File: src/rtl/fetch_queue.sv
// Instruction fetch queue: issues sequential word fetches to a 1-cycle memory
// and buffers the returned {pc, inst} pairs in a first-word fall-through FIFO.
module fetch_queue #(
   parameter int unsigned DEPTH    = 4,
   parameter logic [31:0] RESET_PC = 32'h0000_0000
) (
   input  logic                      clk,
   input  logic                      rst,
   input  logic                      redirect,
   input  logic [31:0]               redirect_pc,
   output logic                      mem_req,
   output logic [31:0]               mem_addr,
   input  logic                      mem_valid,
   input  logic [31:0]               mem_rdata,
   output logic                      out_valid,
   output logic [31:0]               out_inst,
   output logic [31:0]               out_pc,
   input  logic                      out_ready,
   output logic [$clog2(DEPTH):0]    count
);

   localparam int unsigned PW = $clog2(DEPTH);
   localparam int unsigned CW = PW + 1;
   localparam logic [CW:0]   DEPTH_W = DEPTH[CW:0];
   localparam logic [PW-1:0] PTR_ONE = PW'(1'b1);
   localparam logic [CW-1:0] CNT_ONE = CW'(1'b1);

   function automatic logic [31:0] word_align(input logic [31:0] addr);
      return addr & 32'hFFFF_FFFC;
   endfunction

   logic [31:0]   fetch_pc_r;
   logic          inflight_r;
   logic [31:0]   inflight_pc_r;
   logic [PW-1:0] rd_ptr_r;
   logic [PW-1:0] wr_ptr_r;
   logic [CW-1:0] count_r;
   logic [31:0]   pc_mem_r   [DEPTH];
   logic [31:0]   inst_mem_r [DEPTH];

   logic [CW:0]   occupancy_s;
   logic          fetch_s;
   logic          push_s;
   logic          pop_s;
   logic          head_valid_s;
   logic [31:0]   fetch_addr_s;
   logic [CW-1:0] count_nxt_s;

   // Request gating counts the outstanding fetch but never credits a same-cycle pop.
   always_comb begin
      occupancy_s  = {1'b0, count_r} + {{CW{1'b0}}, inflight_r};
      fetch_addr_s = word_align(fetch_pc_r);
      head_valid_s = (count_r != {CW{1'b0}});
      fetch_s      = rst & ~redirect & (occupancy_s < DEPTH_W);
      push_s       = rst & ~redirect & mem_valid & inflight_r;
      pop_s        = rst & ~redirect & head_valid_s & out_ready;
   end

   // Occupancy update for push, pop or both.
   always_comb begin
      count_nxt_s = count_r;
      case ({push_s, pop_s})
         2'b10:   count_nxt_s = count_r + CNT_ONE;
         2'b01:   count_nxt_s = count_r - CNT_ONE;
         default: count_nxt_s = count_r;
      endcase
   end

   // Fetch address, outstanding-request tracking and FIFO pointers.
   always_ff @(posedge clk) begin
      if (!rst) begin
         fetch_pc_r    <= word_align(RESET_PC);
         inflight_r    <= 1'b0;
         inflight_pc_r <= 32'h0000_0000;
         rd_ptr_r      <= {PW{1'b0}};
         wr_ptr_r      <= {PW{1'b0}};
         count_r       <= {CW{1'b0}};
      end else if (redirect) begin
         fetch_pc_r    <= word_align(redirect_pc);
         inflight_r    <= 1'b0;
         inflight_pc_r <= inflight_pc_r;
         rd_ptr_r      <= {PW{1'b0}};
         wr_ptr_r      <= {PW{1'b0}};
         count_r       <= {CW{1'b0}};
      end else begin
         if (fetch_s) begin
            fetch_pc_r    <= fetch_pc_r + 32'd4;
            inflight_r    <= 1'b1;
            inflight_pc_r <= fetch_addr_s;
         end else begin
            inflight_r    <= 1'b0;
         end
         if (push_s) begin
            wr_ptr_r <= wr_ptr_r + PTR_ONE;
         end
         if (pop_s) begin
            rd_ptr_r <= rd_ptr_r + PTR_ONE;
         end
         count_r <= count_nxt_s;
      end
   end

   // Entry storage; contents are only meaningful below count, so no reset.
   always_ff @(posedge clk) begin
      if (push_s) begin
         pc_mem_r[wr_ptr_r]   <= inflight_pc_r;
         inst_mem_r[wr_ptr_r] <= mem_rdata;
      end
   end

   assign mem_req   = fetch_s;
   assign mem_addr  = fetch_addr_s;
   assign out_valid = head_valid_s;
   assign out_pc    = pc_mem_r[rd_ptr_r];
   assign out_inst  = inst_mem_r[rd_ptr_r];
   assign count     = count_r;

endmodule

File: config.mk
export PLATFORM = sky130hd
export DESIGN_NAME = fetch_queue
export DESIGN_NICKNAME = d
export VERILOG_FILES = /design/src/rtl/fetch_queue.sv
export SDC_FILE = /design/constraint.sdc
export NUM_CORES = 1
export LEC_CHECK = 0
export ABC_AREA = 1
export ABC_CLOCK_PERIOD_IN_PS = 4800
export BUFFER_PORTS_ARGS = -buffer_cell sky130_fd_sc_hd__buf_4
export CORE_MARGIN = 4
export CORE_UTILIZATION = 35
export CTS_BUF_LIST = sky130_fd_sc_hd__clkbuf_8
export CTS_CLUSTER_SIZE = 8
export DETAILED_ROUTE_END_ITERATION = 12
export SYNTH_ARGS = -nofsm -noshare
export SYNTH_HDL_FRONTEND = slang
export SYNTH_SLANG_ARGS = --single-unit
File: constraint.sdc
create_clock -name clk -period 4.8 [get_ports clk]
set_input_delay 0.24 -clock clk [delete_from_list [all_inputs] [get_ports clk]]
set_output_delay 0.24 -clock clk [all_outputs]
set_load 0.02 [all_outputs]
; ---- After elaboration in Yosys (flattened, before gate mapping)
; Memories as Yosys holds them, arrays and structs flattened. A register that Yosys moved wholly into a read port is not among the register bits.
; Cells that the tools add are included.
[totals]
register_bits = 70
latch_bits = 0
mem_bits_rw = 248
mem_bits_ro = 0
inputBits = 69
mem_count = 2
[op_classes]
addsub = 6
mul = 0
div_mod_pow = 0
magnitude_cmp = 1
eq_ne = 2
shifts = 0
n_mux = 10
bitwise_logic = 8
reduce_logical = 5
[mem_list]
columns = memory, words, width, rd, rd_ports_with_merged_regs, write_ports, line
row1 = inst_mem_r, 4, 32, 1, 1, 1, 39  ; logic [31:0] inst_mem_r [DEPTH];
row2 = pc_mem_r, 4, 30, 1, 1, 1, 38  ; logic [31:0] pc_mem_r [DEPTH];
[ops]
columns = operator, count
row1 = 32-bit 2-to-1 mux, 2
row2 = 32-bit by 3-bit adder with 32-bit output (second input constant), 1
row3 = 2-bit 2-to-1 mux, 4
row4 = 1-bit AND, 6
row5 = 3-bit case mux with 2 select lines, 1
row6 = 2-bit by 1-bit adder with 2-bit output (second input constant), 2
row7 = 3-bit by 1-bit adder with 4-bit output, 1
row8 = 4-bit by 3-bit < comparator with 1-bit output (second input constant), 1
row9 = 2-bit nonzero test, 2
row10 = 3-bit by 1-bit adder with 3-bit output (second input constant), 1
row11 = 1-bit 2-to-1 mux, 3
row12 = 3-bit nonzero test, 1
row13 = 3-bit by 1-bit subtractor with 3-bit output (second input constant), 1
row14 = 2-bit by 1-bit equality test with 1-bit output (second input constant), 1
row15 = 2-bit equality test (second input constant), 1
row16 = 1-bit inverter, 2
row17 = 2-bit AND reduction, 1
row18 = 2-bit OR reduction, 1

; ---- Logic depth before layout (Yosys ltp)
[logic_depth]
ltp_word = 6
mapped_depth = 11
depth_no_buf = 11

; ---- Worst setup path after synthesis
; No wires, ideal clock.
[synth_timing]
path_type = input -> register
startpoint = input port redirect
endpoint = memory inst_mem_r[0][0], enable pin
setup_ns = 0.482
arrival_ns = 3.247
slack_ns = 1.071
path_stages = 5
path_buffers = 0
cell_sequence = inv_1 nand2_2 inv_1 nand2_1 nor2_1
[synth_via]
elab_chain_cells = 6
[synth_lines]
columns = element, line
row1 = from (decl), 9  ; input logic redirect,
row2 = 1-bit inverter (no line), n/a
row3 = 1-bit AND (3 in series), 55  ; push_s = rst & ~redirect & mem_valid & inflight_r;
row4 = 1-bit 2-to-1 mux, 105  ; if (push_s) begin
row5 = 1-bit 2-to-1 mux (implied by the code), 107  ; inst_mem_r[wr_ptr_r] <= mem_rdata;
row6 = to (decl), 39
; No other way between the ends.

==> results.toml <==
[detailed_routing]
detail_route.drc_violations = 0
dr_wl_met2_um = 14400
route.met3.wl_um = 1780
drtPass1Iterations = 5
vias_per_cell = 4.87
vias = 9176
wl_met1_um = 14400
highest_layer = "met4"
routed_wirelength_um = 31300
drt-initial-drc-count = 495
postRouteAntennaNets = 0
drt-wirelength-per-cell_um = 16.6

[power]
irDropWorstVdd_v = 0.000208
pwr_density_cell_nw_per_um2 = 347
overall_power_w = 0.00549
leakagePower_nw = 6.04

[run_status]
run_status = "finished, final reports clean"

[die]
initial_core_util = 0.357
ios = 170
floorplan.die_area_um2 = 39600
die_w_um = 199
die-height_um = 199
fp-row-count = 69
core_area_um2 = 35700

[synthesis]
synth_edf_count = 248
synth.ff_latch_count = 318
synth_area_um2 = 12800
netlist-cell-type-count = 31
synth-async-reset-ratio = 0
ys_top_cells_by_area = "edfxtp_1 58%, dfxtp_1 11%, nor2_1 6.9%, o21ai_0 6.0%, nand2_1 4.0%"
syn_inst = 1176
syn_area_per_cell_um2 = 10.8
ys_seq_area_frac = 0.694
synth_ff_type = "edfxtp_1"
yosysTopAreaCellShare = 0.584
synth_top_cell_by_area = "edfxtp_1"
synthesis.yosys.warnings = 0

[sta]
layout_min_cycle_time_ns = 3.11
rsz0062_at_grt = "no"
slew_violations = 0
worst-slew-pin-transition_ns = 1.02
report.final.hold_viol_count = 0
final-setup-viol-count = 0
fmax_mhz = 322
skew_ns = 0.0335
final.setup.worst_slack_ns = 1.69
timing.hold.ws_ns = 0.0478
relative_slew_slack = 0.322
timing.setup.tns_ns = 0
post_route_clock_period_utilization = 0.647

[clock_tree]
max-clock-path-buffers = 3
tritoncts = "yes"
root_buffer = "clkbuf_8"
post_cts_setup_buffer_count = 0
cts.sinks = 318
clk-insertion-delay-late_ns = 0.57
clock_tree.htree_level_count = 2
clk_transition_reported_paths_ns = 0.06
cts_made_buffers = 52

[worst_setup_path]
end_kind = "output pin"
timing.critical_path.required_ns = 4.56
timing.reg2reg.worst_path_depth = 5
reg2reg_from = "inflight_r$_SDFF_PP0_"
setup.worst_path.start_class = "flop"
cp_max_fo = 92
timing.critical_path.arrival_ns = 2.87
critical_path_class = "reg -> out"

[cells_and_area]
area.growth.synth_to_final_pct = 23.9
mostFrequentLayoutCell = "edfxtp_1"
total_nets_final = 1464
n_antenna_cell = 0
layout-drive-gt1-share = 0.178
layout.cells.most_common_list = "248 x edfxtp_1, 229 x nor2_1, 175 x buf_4"

[min_path]
hold_path.startpoint = "redirect_pc[17]"
holdCritPathClass = "in -> reg"
hold-path-cell-count = 5

[placed_design]
dp_hpwl_um = 18400
gp_routability_congestion = 0.871
place_ws_ns = 2.24
io_buffers = 163

[grt]
first_pass_grt_wire_length_um = 48300
global_route.usage.total = 0.153
grt_antenna_before_repair = 0
grt_pass1_vias = 8884
grt_max_degree = 93
grt_ovf = 0

[job]
max-cap-violations = 0
[worst max-delay path, cell delays in order, from the launching register on]
cell,delay (ns)
dfxtp_4,0.61
clkinv_2,0.47
buf_4,0.51
o21ai_0,0.30
o22ai_1,0.13
buf_4,0.18
[worst paths after layout]
check	slack [ns]	end
setup / recovery	1.69	out_inst[10]
hold reg to reg	0.46	flop
hold / removal	0.05	fetch_pc_r[17]$_SDFFE_PN0P_
setup reg to reg	2.69	pc_mem_r[2][19]$_DFFE_PP_
[Yosys cell counts (4+ instances only)]
cell type,count
a211oi_1,5
a21oi_1,29
buf_2,12
buf_4,4
clkbuf_1,47
dfxtp_1,70
edfxtp_1,248
ha_1,6
inv_1,77
nand2_1,135
nand3_1,51
nand3b_1,4
nor2_1,233
nor3_1,13
o21ai_0,154
o22ai_1,62
xor2_1,5
[sequential cells by signal, indices dropped and copies added, names as in the netlist, named ones only]
register       count
inst_mem_r       128
pc_mem_r         120
fetch_pc_r        30
inflight_pc_r     30
count              3
rd_ptr_r           2
wr_ptr_r           2
inflight_r         1
[repair_timing]
| item | CTS | global route |
|---|---|---|
| setup endpoints to repair | 0 | 0 |
| gates resized for setup | 0 | 0 |
| endpoints found under the hold margin | 141 | 0 |
| hold buffers | 45 | 0 |
[per-stage QoR]
stage / std cells / utilization / area [µm²]
detailed placement: 1750 / 0.403 / 14400
global route: 1886 / 0.442 / 15800
global placement: 1750 / 0.403 / 14400
CTS: 1886 / 0.442 / 15800
finish: 1886 / 0.442 / 15800
floorplan: 1179 / - / 12800
[layout make-up]
class,count,area (µm²)
timing repair buffer,220,1760
fill,3338,19900
sequential,318,8850
inverter,78,294
clock buffer,56,771
multi-input combinational,718,3360
clock inverter,35,180
tap,461,577
[report_power, final]
group / switching [W] / total, W / internal (W)
Sequential: 0.0000491 / 0.00305 / 0.00300
Clock: 0.00103 / 0.00215 / 0.00113
Combinational: 0.000154 / 0.000281 / 0.000126
Total: 0.00123 / 0.00549 / 0.00426
[per-layer routing]
layer / vias up / track usage
met5: - / 0
met4: 0 / 0.0428
met3: 61 / 0.0293
met2: 254 / 0.248
met1: 4332 / 0.213
li1: 4529 / -
[cells by family after synthesis]
logic type	count (synthesis)	synth area share
DFF	318	0.694
xor gates and xnor gates	5	0.00343
buffers and inverters	143	0.0456
and+or+nand+nor	442	0.139
AOI/OAI and AO/OA	260	0.111
adders and majority gates	7	0.00746
other	1	0.000294
Note: power is estimated with default switching activity, not from simulation.
